`src/rtl/and_buf_inv_bank_pkg.sv`:
```
// Shared defaults for the and/buf/inv gate bank.
package and_buf_inv_bank_pkg;

    localparam int DEFAULT_WIDTH       = 1;
    localparam bit DEFAULT_REG_RST_VAL = 1'b0;

endpackage

```
`src/rtl/and_gate.sv`:
```
// Single-bit two-input AND cell.
module and_gate (
    input  logic a_in,
    input  logic b_in,
    output logic y_out
);

    assign y_out = a_in & b_in;

endmodule

```
`src/rtl/buffer.sv`:
```
// Single-bit buffer cell.
module buffer (
    input  logic a_in,
    output logic y_out
);

    assign y_out = a_in;

endmodule

```
`src/rtl/gate_bank_reg.sv`:
```
// WIDTH-wide load-enable register with synchronous reset to a fixed vector.
module gate_bank_reg #(
    parameter int               WIDTH   = 1,
    parameter logic [WIDTH-1:0] RST_VAL = '0
) (
    input  logic             clk,
    input  logic             rst,
    input  logic             en_i,
    input  logic [WIDTH-1:0] d_i,
    output logic [WIDTH-1:0] q_o
);

    logic [WIDTH-1:0] data_q;
    logic [WIDTH-1:0] data_d;

    // Next state: take new data when enabled, otherwise hold.
    always_comb begin
        data_d = data_q;
        if (en_i) begin
            data_d = d_i;
        end
    end

    // State register; reset wins over the enable.
    always_ff @(posedge clk) begin
        if (rst) begin
            data_q <= RST_VAL;
        end else begin
            data_q <= data_d;
        end
    end

    assign q_o = data_q;

endmodule

```
`src/rtl/inverter.sv`:
```
// Single-bit inverter cell.
module inverter (
    input  logic a_in,
    output logic y_out
);

    assign y_out = ~a_in;

endmodule

```
`src/rtl/and_buf_inv_bank.sv`:
```
// Bank of per-bit AND / buffer / inverter gates with combinational and
// registered copies of each result plus a one-cycle load-valid flag.
module and_buf_inv_bank
    import and_buf_inv_bank_pkg::*;
#(
    parameter int WIDTH       = DEFAULT_WIDTH,
    parameter bit REG_RST_VAL = DEFAULT_REG_RST_VAL
) (
    input  logic             clk,
    input  logic             rst,
    input  logic             en_in,
    input  logic [WIDTH-1:0] a_in,
    input  logic [WIDTH-1:0] b_in,
    output logic [WIDTH-1:0] y_and_out,
    output logic [WIDTH-1:0] y_buf_out,
    output logic [WIDTH-1:0] y_inv_out,
    output logic [WIDTH-1:0] q_and_out,
    output logic [WIDTH-1:0] q_buf_out,
    output logic [WIDTH-1:0] q_inv_out,
    output logic             q_vld_out
);

    // Every registered bit resets to the same value, so the inverter
    // register does not hold ~buffer in the reset state.
    localparam logic [WIDTH-1:0] RST_VEC = {WIDTH{REG_RST_VAL}};

    logic vld_q;
    logic vld_d;

    // One lane per bit; lanes never share logic.
    for (genvar i = 0; i < WIDTH; i++) begin : g_lane
        and_gate u_and (
            .a_in  (a_in[i]),
            .b_in  (b_in[i]),
            .y_out (y_and_out[i])
        );
        buffer u_buf (
            .a_in  (a_in[i]),
            .y_out (y_buf_out[i])
        );
        inverter u_inv (
            .a_in  (a_in[i]),
            .y_out (y_inv_out[i])
        );
    end

    gate_bank_reg #(.WIDTH(WIDTH), .RST_VAL(RST_VEC)) u_reg_and (
        .clk  (clk),
        .rst  (rst),
        .en_i (en_in),
        .d_i  (y_and_out),
        .q_o  (q_and_out)
    );

    gate_bank_reg #(.WIDTH(WIDTH), .RST_VAL(RST_VEC)) u_reg_buf (
        .clk  (clk),
        .rst  (rst),
        .en_i (en_in),
        .d_i  (y_buf_out),
        .q_o  (q_buf_out)
    );

    gate_bank_reg #(.WIDTH(WIDTH), .RST_VAL(RST_VEC)) u_reg_inv (
        .clk  (clk),
        .rst  (rst),
        .en_i (en_in),
        .d_i  (y_inv_out),
        .q_o  (q_inv_out)
    );

    // Valid pulses for exactly the cycle after a load.
    always_comb begin
        vld_d = en_in;
    end

    // Valid flag register; cleared by reset.
    always_ff @(posedge clk) begin
        if (rst) begin
            vld_q <= 1'b0;
        end else begin
            vld_q <= vld_d;
        end
    end

    assign q_vld_out = vld_q;

endmodule

```
`config.mk`:
```
export PLATFORM = sky130hd
export DESIGN_NAME = and_buf_inv_bank
export DESIGN_NICKNAME = d
export VERILOG_FILES = /design/src/rtl/and_buf_inv_bank_pkg.sv /design/src/rtl/and_gate.sv /design/src/rtl/buffer.sv /design/src/rtl/gate_bank_reg.sv /design/src/rtl/inverter.sv /design/src/rtl/and_buf_inv_bank.sv
export SDC_FILE = /design/constraint.sdc
export NUM_CORES = 1
export LEC_CHECK = 0
export ABC_AREA = 1
export CORE_AREA = 5 5 42 44
export CTS_BUF_LIST = sky130_fd_sc_hd__clkbuf_4
export CTS_CLUSTER_SIZE = 14
export DETAILED_ROUTE_END_ITERATION = 10
export DIE_AREA = 0 0 47 49
export PLACE_DENSITY = 0.48
export RECOVER_POWER = 25
export SLEW_MARGIN = 20
export SYNTH_ARGS = -nofsm -noshare
export SYNTH_HDL_FRONTEND = slang
export SYNTH_HIERARCHICAL = 1
export SYNTH_SLANG_ARGS = --single-unit
```
`constraint.sdc`:
```
create_clock -name clk -period 1.46 [get_ports clk]
set_input_delay 0.219 -clock clk [delete_from_list [all_inputs] [get_ports clk]]
set_output_delay 0.219 -clock clk [all_outputs]
set_load 0.02 [all_outputs]
```
==> impl_results.html <==
<table>
<tr><th>Metric</th><th>Value</th></tr>
<tr><th colspan="2">Outcome</th></tr>
<tr><td>Outcome</td><td>completed</td></tr>
<tr><th colspan="2">Final layout</th></tr>
<tr><td>Antenna diode instance count</td><td>0</td></tr>
<tr><td>Synthesis-to-finish area growth</td><td>87.1%</td></tr>
<tr><td>Post-route cell area</td><td>roughly 340 um^2</td></tr>
<tr><td>Final net count</td><td>51</td></tr>
<tr><td>Fill cell instance count of the final layout</td><td>170</td></tr>
<tr><td>Ratio of cells with drive above 1 in the final layout</td><td>0.250</td></tr>
<tr><th colspan="2">Timing</th></tr>
<tr><td>RSZ-0062 raised after global routing</td><td>false</td></tr>
<tr><td>F_max</td><td>between 700 and 800 MHz</td></tr>
<tr><td>Setup Viol. Count Final</td><td>0</td></tr>
<tr><td>Period utilisation layout</td><td>0.943</td></tr>
<tr><td>Shortest clock period the worst path allows after layout</td><td>1380 ps</td></tr>
<tr><td>Number of pins with negative max-slew slack in the final report</td><td>0</td></tr>
<tr><td>Slew headroom</td><td>0.841</td></tr>
<tr><td>Final total negative setup slack</td><td>0 ps</td></tr>
<tr><td>Hold_ws</td><td>~490 ps</td></tr>
<tr><td>Pin slew with the least headroom to its limit</td><td>around 240 ps</td></tr>
<tr><td>Fin Clk Skew</td><td>0 ps</td></tr>
<tr><td>Endpoints failing hold</td><td>0</td></tr>
<tr><th colspan="2">Pwr</th></tr>
<tr><td>Largest vdd supply drop</td><td>approximately 210 uV</td></tr>
<tr><td>Portion of total power attributed to combinational logic</td><td>0.221</td></tr>
<tr><td>Cell internal power dissipation</td><td>roughly 0.24 mW</td></tr>
<tr><td>Proportion of power drawn by flip-flops and latches</td><td>0.367</td></tr>
<tr><td>Clock power frac</td><td>0.412</td></tr>
<tr><td>Leakage</td><td>~0.19 nW</td></tr>
<tr><td>Sw Pwr</td><td>roughly 0.081 mW</td></tr>
<tr><td>Power per standard cell area</td><td>948 nW/um^2</td></tr>
<tr><td>Overall power consumption</td><td>0.326 mW</td></tr>
<tr><td>Switching share of power</td><td>0.250</td></tr>
<tr><th colspan="2">Logic synthesis</th></tr>
<tr><td>Number of synthesized register bits</td><td>4</td></tr>
<tr><td>Distinct cells, synth</td><td>6</td></tr>
<tr><td>Ranking of synthesized cells by area</td><td>sky130_fd_sc_hd__dfxtp_1, sky130_fd_sc_hd__inv_1, sky130_fd_sc_hd__nand2_1, sky130_fd_sc_hd__nor2_2, sky130_fd_sc_hd__nor2_1</td></tr>
<tr><td>Share of the synthesized area in the top cell type</td><td>0.435</td></tr>
<tr><td>Number of enable-type register cells in the synthesized netlist</td><td>0</td></tr>
<tr><td>Most common library cells after synthesis</td><td>sky130_fd_sc_hd__inv_1, sky130_fd_sc_hd__nand2_1, sky130_fd_sc_hd__dfxtp_1, sky130_fd_sc_hd__nor2_2, sky130_fd_sc_hd__nor2_1</td></tr>
<tr><td>Post-Synthesis Net Count</td><td>33</td></tr>
<tr><td>Post-synthesis average cell area</td><td>roughly 6.6 um^2</td></tr>
<tr><td>Sequential element share of the synthesized area</td><td>0.435</td></tr>
<tr><td>Netlist Area Pre-Place</td><td>~180 um^2</td></tr>
<tr><td>Most common cell in the netlist</td><td>sky130_fd_sc_hd__inv_1</td></tr>
<tr><td>Leading register cell type out of synthesis</td><td>sky130_fd_sc_hd__dfxtp_1</td></tr>
<tr><td>Gate count of the mapped netlist</td><td>28</td></tr>
<tr><td>Most area-hungry cell type in the Yosys netlist</td><td>sky130_fd_sc_hd__dfxtp_1</td></tr>
<tr><td>Synth warn</td><td>6</td></tr>
<tr><td>Post-synthesis async set-or-reset flop share</td><td>0</td></tr>
<tr><th colspan="2">Floorplanning</th></tr>
<tr><td>I/O pin count</td><td>12</td></tr>
<tr><td>Rows</td><td>14</td></tr>
<tr><td>Area of the core region</td><td>1400 um^2</td></tr>
<tr><td>Die Area</td><td>between 2000 and 2500 um^2</td></tr>
<tr><td>Die boundary width</td><td>about 47 um</td></tr>
<tr><td>Height of the chip</td><td>49 um</td></tr>
<tr><td>Initial Utilization</td><td>0.131</td></tr>
<tr><th colspan="2">Global routing</th></tr>
<tr><td>Residual overflow from global routing</td><td>0</td></tr>
<tr><td>Largest net degree at the start of global routing</td><td>8</td></tr>
<tr><td>Tot GR Track Use</td><td>0.0500</td></tr>
<tr><td>Number of global-route vias before repair</td><td>roughly 200</td></tr>
<tr><td>Initial antenna violation count</td><td>0</td></tr>
<tr><td>First-pass GRT wire length</td><td>around 760 um</td></tr>
<tr><th colspan="2">Clocking</th></tr>
<tr><td>Number of sinks driven by the clock tree</td><td>4</td></tr>
<tr><td>Deepest level of the CTS H-tree</td><td>1</td></tr>
<tr><td>Clock transition at the register clock pins on the worst setup and hold paths after CTS</td><td>roughly 40 ps</td></tr>
<tr><td>Longest Clk Path Bufs</td><td>2</td></tr>
<tr><td>Clock insertion delay at the later pin of the skew report</td><td>about 230 ps</td></tr>
<tr><td>Cts bufs inserted</td><td>3</td></tr>
<tr><td>TritonCTS clock tree</td><td>built</td></tr>
<tr><td>Cell at the root of the clock tree</td><td>sky130_fd_sc_hd__clkbuf_4</td></tr>
<tr><th colspan="2">Worst setup path</th></tr>
<tr><td>Critical path, cell by cell</td><td>clkdlybuf4s50_1</td></tr>
<tr><td>Crit path max-delay family</td><td>buffers and inverters</td></tr>
<tr><td>Highest fanout seen on the critical path</td><td>2</td></tr>
<tr><td>Worst Setup End Kind</td><td>output pin</td></tr>
<tr><td>Delay of the slowest cell on the worst path</td><td>~610 ps</td></tr>
<tr><td>Critical path launch point type</td><td>flip-flop</td></tr>
<tr><td>Arr. time, crit path</td><td>~1200 ps</td></tr>
<tr><td>Required arrival time at the worst endpoint</td><td>around 1200 ps</td></tr>
<tr><td>Number of buffers and inverters on the critical path</td><td>1</td></tr>
<tr><td>Crit Path Category</td><td>flip-flop to output pin</td></tr>
<tr><td>Slowest stage cell, crit path</td><td>sky130_fd_sc_hd__clkdlybuf4s50_1</td></tr>
<tr><th colspan="2">Detailed routing</th></tr>
<tr><td>Via count of the routed design</td><td>~190</td></tr>
<tr><td>Final routed wirelength across all metal layers</td><td>just over 400 um</td></tr>
<tr><td>Drt drc</td><td>0</td></tr>
<tr><td>Antenna viol nets, final</td><td>0</td></tr>
<tr><td>Detailed Route Iter0 Violations</td><td>1</td></tr>
<tr><td>Routed wire per std cell</td><td>6.83 um</td></tr>
<tr><td>DR pass1 iterations</td><td>2</td></tr>
<tr><td>Vias per inst</td><td>between 3 and 4</td></tr>
<tr><th colspan="2">Place</th></tr>
<tr><td>HPWL reported at the end of detailed placement</td><td>roughly 330 um</td></tr>
<tr><td>Buffers on Ports</td><td>11</td></tr>
<tr><td>Instance area at placement</td><td>approximately 330 um^2</td></tr>
<tr><td>Routability congestion estimate</td><td>0.589</td></tr>
<tr><th colspan="2">Worst hold path</th></tr>
<tr><td>Path category of the worst min-delay check</td><td>flip-flop to flip-flop</td></tr>
<tr><th colspan="2">Run</th></tr>
<tr><td>Number of max-capacitance violations reported</td><td>0</td></tr>
</table>
flip-flops by register name, summed over array words and instances, names as in the netlist:
name           cells
u_reg_inv/q_o      1
q_vld_out          1
u_reg_buf/q_o      1
u_reg_and/q_o      1
final cells by class:
type | count | area (um^2) | share of cell area
clock buffer | 3 | 22.5 | 0.0655
inverter | 9 | 33.8 | 0.0982
multi-input combinational | 14 | 62.6 | 0.182
sequential | 4 | 80.1 | 0.233
tap | 16 | 20.0 | 0.0582
timing repair buffer | 14 | 125 | 0.364
what timing repair did:
action / CTS / global route
hold buffers: 0 / 0
gates resized for setup: 3 / 2
cloned: 0 / 0
setup buffers: 0 / 0
setup endpoints to repair: 3 / 1
logic make-up after synthesis:
logic type / count (synthesis) / synth area share
flops: 4 / 0.435
buf+inv: 10 / 0.224
simple gates: 14 / 0.340
worst paths after layout:
| check | startpoint | to | slack (ps) | cells past startpoint |
|---|---|---|---|---|
| min | u_reg_and/q_o | u_reg_and/q_o | 490 | 2 |
| max reg2reg | u_reg_buf/q_o | u_reg_buf/q_o | 880 | 2 |
| max | u_reg_inv/q_o | q_inv_out | 80 | 1 |
| min reg2reg | u_reg_and/q_o | u_reg_and/q_o | 490 | 2 |
stage by stage:
step | utilization | worst slack, ps | std cells
6_report | 0.246 | 83.6 | 60
5_1_grt | 0.246 | 38.3 | 60
4_1_cts | 0.248 | 40.9 | 60
3_5_place_dp | 0.235 | -228 | 57
3_3_place_gp | 0.235 | -234 | 57
2_1_floorplan | - | 781 | 28
routing by layer:
metal  track usage  routed length (um)  vias up
li1              -                   -      107
met1        0.0526                 174       75
met2        0.0566                 166       10
met3        0.0148                  50        2
met4        0.0829                  19        0
met5             0                   0        -
placed cells by master, fill, tap and decap left out, drive strengths merged:
cell type      instances
dfxtp                  4
dlygate4sd2            2
clkbuf                 4
inv                    9
nor2                   7
clkdlybuf4s50          7
nand2                  7
dlygate4sd3            1
buf                    3
power by group through the flow:
stage,sequential (mW),combinational (mW),clock [mW]
finish,0.120,0.0722,0.134
detailed placement,0.122,0.0770,0
floorplan,0.130,0.0258,0
global placement,0.121,0.0769,0
CTS,0.120,0.0742,0.144
global route,0.120,0.0806,0.152
Power figures use the tool's default switching activity.
